==> src/rtl/demux16_tdm_pkg.sv <==
// Shared constants and helpers for the 16-slot TDM demultiplexer.
// FSM encoding, slot geometry and the frame bit-reversal helper.
package demux16_tdm_pkg;

  localparam int N_SLOTS = 16;
  localparam int SLOT_W  = 4;

  localparam logic [0:0] HUNT    = 1'b0;
  localparam logic [0:0] COLLECT = 1'b1;

  localparam logic [SLOT_W-1:0] LAST_SLOT = SLOT_W'(N_SLOTS - 1);

  function automatic logic [N_SLOTS-1:0] bit_rev(
    input logic [N_SLOTS-1:0] v
  );
    logic [N_SLOTS-1:0] r;
    for (int i = 0; i < N_SLOTS; i++) begin
      r[i] = v[N_SLOTS-1-i];
    end
    return r;
  endfunction

endpackage

==> src/rtl/demux16_tdm_if.sv <==
// Serial sample input and demultiplexed frame output bundle.
// master: din/din_valid/sync out, status in; slave: the reverse.
interface demux16_tdm_if;
  import demux16_tdm_pkg::*;

  logic               din;
  logic               din_valid;
  logic               sync;
  logic [N_SLOTS-1:0] q;
  logic               q_valid;
  logic [SLOT_W-1:0]  slot;
  logic               locked;
  logic               err;

  modport master (
    output din, din_valid, sync,
    input  q, q_valid, slot, locked, err
  );

  modport slave (
    input  din, din_valid, sync,
    output q, q_valid, slot, locked, err
  );

endinterface

==> src/rtl/demux16_slot_ctr.sv <==
// Slot index counter: clear, load-to-1, increment (wraps 15->0).
// Ports: clk, rst_n, clr, load1, inc -> cnt.
module demux16_slot_ctr
  import demux16_tdm_pkg::*;
(
  input  logic              clk,
  input  logic              rst_n,
  input  logic              clr,
  input  logic              load1,
  input  logic              inc,
  output logic [SLOT_W-1:0] cnt
);

  always_ff @(posedge clk or negedge rst_n) begin
    if (!rst_n) begin
      cnt <= '0;
    end else if (clr) begin
      cnt <= '0;
    end else if (load1) begin
      cnt <= SLOT_W'(1);
    end else if (inc) begin
      cnt <= cnt + SLOT_W'(1);
    end
  end

endmodule

==> src/rtl/demux16_tdm.sv <==
// 16-slot serial TDM demultiplexer with HUNT/COLLECT framing.
// Ports: clk, rst_n, bus (slave: din/din_valid/sync in; q/q_valid/slot/locked/err out).
module demux16_tdm
  import demux16_tdm_pkg::*;
#(
  parameter int REVERSE = 1
) (
  input logic          clk,
  input logic          rst_n,
  demux16_tdm_if.slave bus
);

  logic [0:0]         state;
  logic [0:0]         state_nx;
  logic [N_SLOTS-1:0] shadow;
  logic [N_SLOTS-1:0] shadow_nx;
  logic [N_SLOTS-1:0] frame;
  logic [N_SLOTS-1:0] q_r;
  logic               qv_r;
  logic               err_r;
  logic [SLOT_W-1:0]  slot_cnt;
  logic               ctr_clr;
  logic               ctr_ld1;
  logic               ctr_inc;
  logic               fire;
  logic               bad;
  logic               hunt;
  logic               slot0;

  assign hunt  = (state == HUNT);
  assign slot0 = (slot_cnt == '0);

  demux16_slot_ctr u_ctr (
    .clk   (clk),
    .rst_n (rst_n),
    .clr   (ctr_clr),
    .load1 (ctr_ld1),
    .inc   (ctr_inc),
    .cnt   (slot_cnt)
  );

  // shadow[k] holds slot k; the last slot comes straight from din
  always_comb begin
    frame              = shadow;
    frame[N_SLOTS-1]   = bus.din;
  end

  always_comb begin
    state_nx  = state;
    shadow_nx = shadow;
    ctr_clr   = 1'b0;
    ctr_ld1   = 1'b0;
    ctr_inc   = 1'b0;
    fire      = 1'b0;
    bad       = 1'b0;
    if (bus.din_valid) begin
      unique case (1'b1)
        hunt: begin
          if (bus.sync) begin
            shadow_nx = {{(N_SLOTS-1){1'b0}}, bus.din};
            ctr_ld1   = 1'b1;
            state_nx  = COLLECT;
          end
        end
        // sync restarts the frame; early sync is a framing error
        !hunt && bus.sync: begin
          bad       = !slot0;
          shadow_nx = {{(N_SLOTS-1){1'b0}}, bus.din};
          ctr_ld1   = 1'b1;
        end
        !hunt && !bus.sync && slot0: begin
          bad      = 1'b1;
          ctr_clr  = 1'b1;
          state_nx = HUNT;
        end
        !hunt && !bus.sync && !slot0: begin
          shadow_nx[slot_cnt] = bus.din;
          ctr_inc             = 1'b1;
          fire                = (slot_cnt == LAST_SLOT);
        end
        default: begin
        end
      endcase
    end
  end

  always_ff @(posedge clk or negedge rst_n) begin
    if (!rst_n) begin
      state  <= HUNT;
      shadow <= '0;
      q_r    <= '0;
      qv_r   <= 1'b0;
      err_r  <= 1'b0;
    end else begin
      state  <= state_nx;
      shadow <= shadow_nx;
      qv_r   <= fire;
      err_r  <= bad;
      if (fire) begin
        q_r <= (REVERSE != 0) ? bit_rev(frame) : frame;
      end
    end
  end

  assign bus.q       = q_r;
  assign bus.q_valid = qv_r;
  assign bus.slot    = slot_cnt;
  assign bus.locked  = (state == COLLECT);
  assign bus.err     = err_r;

endmodule
==> src/flat_wrapper.sv <==
// flat-port wrapper written by rule: the top's interface ports become plain ports
module demux16_tdm_flat import demux16_tdm_pkg::*;
#(
  parameter int REVERSE = 1
)
  (clk, rst_n, bus_din, bus_din_valid, bus_sync, bus_q, bus_q_valid, bus_slot, bus_locked, bus_err);
  demux16_tdm_if bus_i ();
  input logic clk;
  input logic rst_n;
  input wire logic [$bits(bus_i.din)-1:0] bus_din;
  input wire logic [$bits(bus_i.din_valid)-1:0] bus_din_valid;
  input wire logic [$bits(bus_i.sync)-1:0] bus_sync;
  output wire logic [$bits(bus_i.q)-1:0] bus_q;
  output wire logic [$bits(bus_i.q_valid)-1:0] bus_q_valid;
  output wire logic [$bits(bus_i.slot)-1:0] bus_slot;
  output wire logic [$bits(bus_i.locked)-1:0] bus_locked;
  output wire logic [$bits(bus_i.err)-1:0] bus_err;
  assign bus_i.din = bus_din;
  assign bus_i.din_valid = bus_din_valid;
  assign bus_i.sync = bus_sync;
  assign bus_q = bus_i.q;
  assign bus_q_valid = bus_i.q_valid;
  assign bus_slot = bus_i.slot;
  assign bus_locked = bus_i.locked;
  assign bus_err = bus_i.err;
  demux16_tdm #(.REVERSE(REVERSE)) u_core (.clk(clk), .rst_n(rst_n), .bus(bus_i));
endmodule
==> config.mk <==
export PLATFORM = sky130hd
export DESIGN_NAME = demux16_tdm_flat
export DESIGN_NICKNAME = d
export VERILOG_FILES = /design/src/rtl/demux16_tdm_pkg.sv /design/src/rtl/demux16_tdm_if.sv /design/src/rtl/demux16_slot_ctr.sv /design/src/rtl/demux16_tdm.sv /design/src/flat_wrapper.sv
export SDC_FILE = /design/constraint.sdc
export NUM_CORES = 1
export LEC_CHECK = 0
export CORE_MARGIN = 10
export CORE_UTILIZATION = 47
export DETAILED_ROUTE_END_ITERATION = 16
export PLACE_DENSITY = 0.75
export SLEW_MARGIN = 30
export SYNTH_ARGS = -nofsm -noshare
export SYNTH_HDL_FRONTEND = slang
export SYNTH_HIERARCHICAL = 1
export SYNTH_SLANG_ARGS = --single-unit
==> constraint.sdc <==
create_clock -name clk -period 2.1 [get_ports clk]
set_clock_uncertainty 0.05 [all_clocks]
set_input_delay 0.42 -clock clk [delete_from_list [all_inputs] [get_ports clk]]
set_output_delay 0.42 -clock clk [all_outputs]
set_load 0.03 [all_outputs]
Word level (Yosys, flattened, before mapping)
Index checks and enable logic that the tools add are counted.
{"block": "totals", "register_bits": 39, "out_inout_bits": 23}
{"block": "op_classes", "add_sub_neg": 1, "n_lt_le_gt_ge": 2, "n_eq_ne": 2, "n_mux": 22, "n_bitwise": 1, "reduce_logical": 13}
{"op": "one-hot mux 16 bit (3 select lines)", "n": 1}
{"op": "2-to-1 mux 16 bit", "n": 2}
{"op": "bitwise mux 16 bit", "n": 1}
{"op": "2-to-1 mux 4 bit", "n": 3}
{"op": "2-to-1 mux 1 bit", "n": 11}
{"op": "one-hot mux 1 bit (2 select lines)", "n": 3}
{"op": "nonzero test 3 bit", "n": 2}
{"op": "logical AND 1 bit", "n": 5}
{"op": "< comparator 4 x 5 -> 1 bit (second input constant)", "n": 1}
{"op": "adder 4 x 1 -> 4 bit (second input constant)", "n": 1}
{"op": "demux 1 bit (select 4 bit)", "n": 1}
{"op": "== test 4 bit (second input constant)", "n": 1}
{"op": ">= comparator 4 x 1 -> 1 bit (second input constant)", "n": 1}
{"op": "zero test 4 bit", "n": 1}
{"op": "!= test 3 x 2 -> 1 bit (second input constant)", "n": 1}
{"op": "AND reduction 3 bit", "n": 1}
{"op": "zero test 1 bit", "n": 2}
{"op": "AND reduction 2 bit", "n": 1}
{"op": "nonzero test 2 bit", "n": 1}
{"op": "NOT 1 bit", "n": 1}

Longest topological paths before layout
{"block": "depth", "depth_word": 8, "depth_mapped": 5, "depth_no_buf": 4}

Hierarchy
Netlist, hierarchy kept.
{"mod": "demux16_tdm", "n_inst": 1, "cells_each": 111, "area_each_um2": 1456.4}
{"mod": "demux16_slot_ctr", "n_inst": 1, "cells_each": 17, "area_each_um2": 200.2}

Worst setup path after synthesis
OpenSTA, ideal clock, no wires.
{"block": "synth_path", "path_type": "reg2reg", "start": "reg u_core.u_ctr.cnt[3]", "end": "reg u_core.u_ctr.cnt[3]", "setup_ns": 0.127, "t_arrival_ns": 2.028, "path_slack_ns": -0.106, "stages_incl_launch_ff": 6, "synth_period_minus_slack_ns": 2.206, "path_cell_list": "dfrtp_1 -> clkbuf_1 -> nor4_1 -> nor3b_1 -> nor3b_1 -> mux2_1"}
{"element": "start: declaration", "line_no": "demux16_slot_ctr.sv:11", "text": "output logic [SLOT_W-1:0] cnt"}
{"element": "start signal: assignment", "line_no": "demux16_slot_ctr.sv:22", "text": "cnt <= cnt + SLOT_W'(1);"}
{"element": "zero test 4 bit *", "line_no": "demux16_tdm.sv:31", "text": "assign slot0 = (slot_cnt == '0);"}
{"element": "logical AND 1 bit *", "line_no": "demux16_tdm.sv:71", "text": "!hunt && !bus.sync && slot0: begin"}
{"element": "2-to-1 mux 1 bit *", "line_no": "demux16_tdm.sv:57", "text": "unique case (1'b1)"}
{"element": "2-to-1 mux 1 bit *", "line_no": "demux16_tdm.sv:56", "text": "if (bus.din_valid) begin"}
{"element": "net u_core.ctr_clr", "line_no": "demux16_tdm.sv:22", "text": "logic ctr_clr;"}
{"element": "nonzero test 3 bit (no source line) / 2-to-1 mux 4 bit (equally long branches)"}
Mark *: on every way through the listed nets, which the timed path passes. The rest lies on a longest branch. The select of a mux whose other input is x is not followed.
A chain may end at the register's enable or synchronous reset.

Final worst setup path
{"block": "layout_path", "start": "reg u_core.state (netlist: u_core/bus.locked)", "end": "out bus_locked"}
{"element": "start: declaration", "line_no": "demux16_tdm.sv:13", "text": "logic [0:0] state;"}
{"element": "start signal: assignment", "line_no": "demux16_tdm.sv:95", "text": "state <= state_nx;"}
{"element": "end: declaration", "line_no": "flat_wrapper.sv:16", "text": "output wire logic [$bits(bus_i.locked)-1:0] bus_locked;"}
No word-level cell between the ends.

==> metrics.md <==
| Metric | Value |
|---|---|
| Synth Warn # | 6 |
| Critical Path Slowest Stage Cell | clkdlybuf4s50_1 |
| Max-Cap Viols | 0 |
| Final antenna-violating net count | 0 |
| Worst setup path category | reg -> out |
| Hold WC Path Type | in -> async |
| Utilization after layout | 62.35% |
| Final nets | approximately 170 |
| WP buf/inv | 1 |
| Leak | 0.9541 nW |
| Setup crit end kind | output port |
| Wire per inst | ~16 um |
| Clk network pwr share | 20.1% |
| Final WL | between 3 and 4 mm |
| DRC Markers | 0 |
| First-pass GRT wire length | 5.961 mm |
| Largest net degree at the start of global routing | 39 |
| Root Driver | clkbuf_4 |
| Final setup vio count | 0 |
| Initial Utilization | 49.26% |
| Clk buf depth | 2 |
| Status | finished, final reports clean |
| Top cells by area, synth | dfrtp_1 57%, mux2_2 12%, o211ai_1 3.6% |
| Synthesized flop and latch total | 38 |
| Via/cell ratio | 5.531 |
| Arrival @ worst endpoint | between 1.5 and 2 ns |
| Ys async rst share | 100.0% |
| Final GP Congestion | between 0.8 and 0.9 |
| Layout cells sized above 1 | about 26% |
| Critical path required time | roughly 1.6 ns |
| Max_slew headroom | 44.90% |
| Yosys cell types | 30 |
| Number of CTS-inserted buffers | 5 |
| Fill cell count | 306 |
| Detailed Routing Iterations Pass 1 | 5 |
| R2r setup slk | 0.14 ns |
| Reg-to-Reg Start | u_core/u_ctr/cnt[3] |
| Worst-margin pin slew | 0.8264 ns |
| Synth Instances | 128 |
| Area growth syn-to-layout | 26.59% |
| Tcrit/Tclk final | between 90% and 100% |
| CP startpoint | u_core/bus.locked |
| Psw | between 0.5 and 0.6 mW |
| Fin cells | ~210 |
| Worst-path fanout max | 6 |
| Max IR drop VDD | 0.0005828 V |
| Kind of cell adding the most delay to the critical path | buffers and inverters |
| Overall Global Routing Usage | 11.93% |
| Port buffer count | 27 |
| Synth Net Count | about 130 |
| Sequential power share | 50.9% |
| Hold Vio Cnt, Final | 0 |
| Clock-pin slew on the worst setup and hold paths | 0.10 ns |
| Fin crit period | 1.985 ns |
| RSZ-0062 raised after global routing | no |
| Hpwl dp | 2.556 mm |
| Die area | between 0.006 and 0.007 mm^2 |
| First DRT Iteration DRCs | 73 |
| Comb pwr share | 29.0% |
| Worst skew pair latency | between 0.3 and 0.4 ns |
| I/O pin cnt | 28 |
| Pint | between 1 and 1.5 mW |
| Kind of start point of the critical path | register |
| GR Overflow Total | 0 |
| Reg-to-Reg End | u_core/u_ctr/cnt[3] |
| CTS tree | yes |
| Worst-path cell chain | clkdlybuf4s50_1 |
| TritonCTS sink count | 38 |
| Worst R2R Path Depth | 4 |
| Vias in the first global route | 1256 |
| Final Max Tran Viols | 0 |
| EDFF count, synth | 0 |
| Post-synth top area cell | dfrtp_1 |
| Setup TNS | 0 ns |
| Top cell type's share of synthesized area | 57.40% |
| Chip width | 79.37 um |
| Power Density | 815.4 mW/mm^2 |
| Ant diodes | 0 |
| Total power | 1.710 mW |
| Maximum clock frequency | 503.8 MHz |
| Switching part of the total power | 34.80% |
| Post-CTS Hold Fix Bufs | 0 |
| Ys flop type | dfrtp_1 |
| Sequential fraction of the synthesis area | 57.40% |
| # rows | 21 |
| Via count | 1178 |
| Syn Std Cell Area | 0.001657 mm^2 |
| H-Tree Depth | 2 |
| Initial antenna violation count | 0 |
| Avg Inst Size Synth | roughly 13 um^2 |
| Core Region | 0.003363 mm^2 |
| Dpl cells | 206 |
| CP peak stage delay | ~0.72 ns |
| Die H | 79.37 um |
-- state kept, by name (all words and copies together), names as in the netlist --
signal,flops
u_core/shadow,15
u_core/u_ctr/cnt,4
u_core/bus.err,1
u_core/bus.q,16
u_core/bus.locked,1
u_core/bus.q_valid,1
-- cell usage after synthesis (all sizes together), types with 3 or more instances --
library cell / number
o31ai: 8
mux2: 18
o41ai: 3
o311ai: 3
clkbuf: 7
buf: 3
o211ai: 8
nor4: 5
dfrtp: 38
nand2b: 3
nand2: 8
mux2i: 4
nor3: 3
-- worst max path at each step --
| stage | to | slack (ns) | depth (start not counted) |
|---|---|---|---|
| detailed placement | u_core/u_ctr/cnt[2] | -0.01 | 7 |
| global route | u_core/u_ctr/cnt[2] | 0.02 | 5 |
| floorplan | u_core/u_ctr/cnt[3] | 0.01 | 5 |
| finish | bus_locked | 0.11 | 1 |
| CTS | bus_slot[3] | 0.02 | 1 |
| global placement | u_core/u_ctr/cnt[3] | 0.05 | 6 |
-- power groups by stage --
| stage | clock network [mW] | logic, mW | registers [mW] |
|---|---|---|---|
| 2_1_floorplan | 0 | 0.265 | 0.918 |
| 3_3_place_gp | 0 | 0.483 | 0.879 |
| 3_5_place_dp | 0 | 0.498 | 0.882 |
| 4_1_cts | 0.356 | 0.502 | 0.871 |
| 5_1_grt | 0.390 | 0.535 | 0.886 |
| 6_report | 0.343 | 0.495 | 0.871 |
-- cells by family (layout without fill, tap and decap cells) --
family,after synthesis,in the layout,share of synthesized area [%]
AOI/OAI and AO/OA,26,26,12.24
xor gates and xnor gates,2,2,1.058
adders and majority gates,1,1,0.7552
buffers and inverters,12,51,3.700
DFF,38,38,57.40
muxes,22,22,14.65
and+or+nand+nor,27,27,10.20
-- repair_timing --
item	in CTS	in global routing
endpoints found under the hold margin	0	0
resized for setup	1	3
setup buffers	0	0
endpoints found under the setup margin	1	3
-- metal layers --
metal	global-route usage [%]	vias to the layer above	part of all wire, %
met1	13.77	576	43
met4	4.839	0	1.1
met3	5.856	4	8.1
met2	18.52	39	47
met5	0	-	0
li1	-	559	-
-- cell usage in the layout, fill, tap and decap left out, types with 4 or more instances in the layout --
cell	count
dfrtp_1	37
clkdlybuf4s50_1	23
mux2_2	17
buf_4	15
o211ai_1	8
o31ai_1	8
nand2_1	7
clkbuf_4	5
nor4_1	4
mux2i_1	4
-- per-stage QoR --
stage	setup slack (ns)	hold WS, ns	cell area, um^2
2_1_floorplan	0.01349	0.07441	1662
3_3_place_gp	0.05205	0.4386	2043
3_5_place_dp	-0.01317	0.4440	2043
4_1_cts	0.01674	0.1326	2090
5_1_grt	0.01789	0.1627	2097
6_report	0.1149	0.1170	2097
-- area by class of cell --
cell class / count / area [um^2] / share of cell area, %
Inverter: 2 / 7.507 / 0.3580
Tap cell: 46 / 57.56 / 2.745
Multi-Input combinational cell: 78 / 649.4 / 30.97
Timing Repair Buffer: 42 / 385.4 / 18.38
Clock buffer: 7 / 45.04 / 2.148
Sequential cell: 38 / 952.2 / 45.41
(Power assumes the default switching activity.)
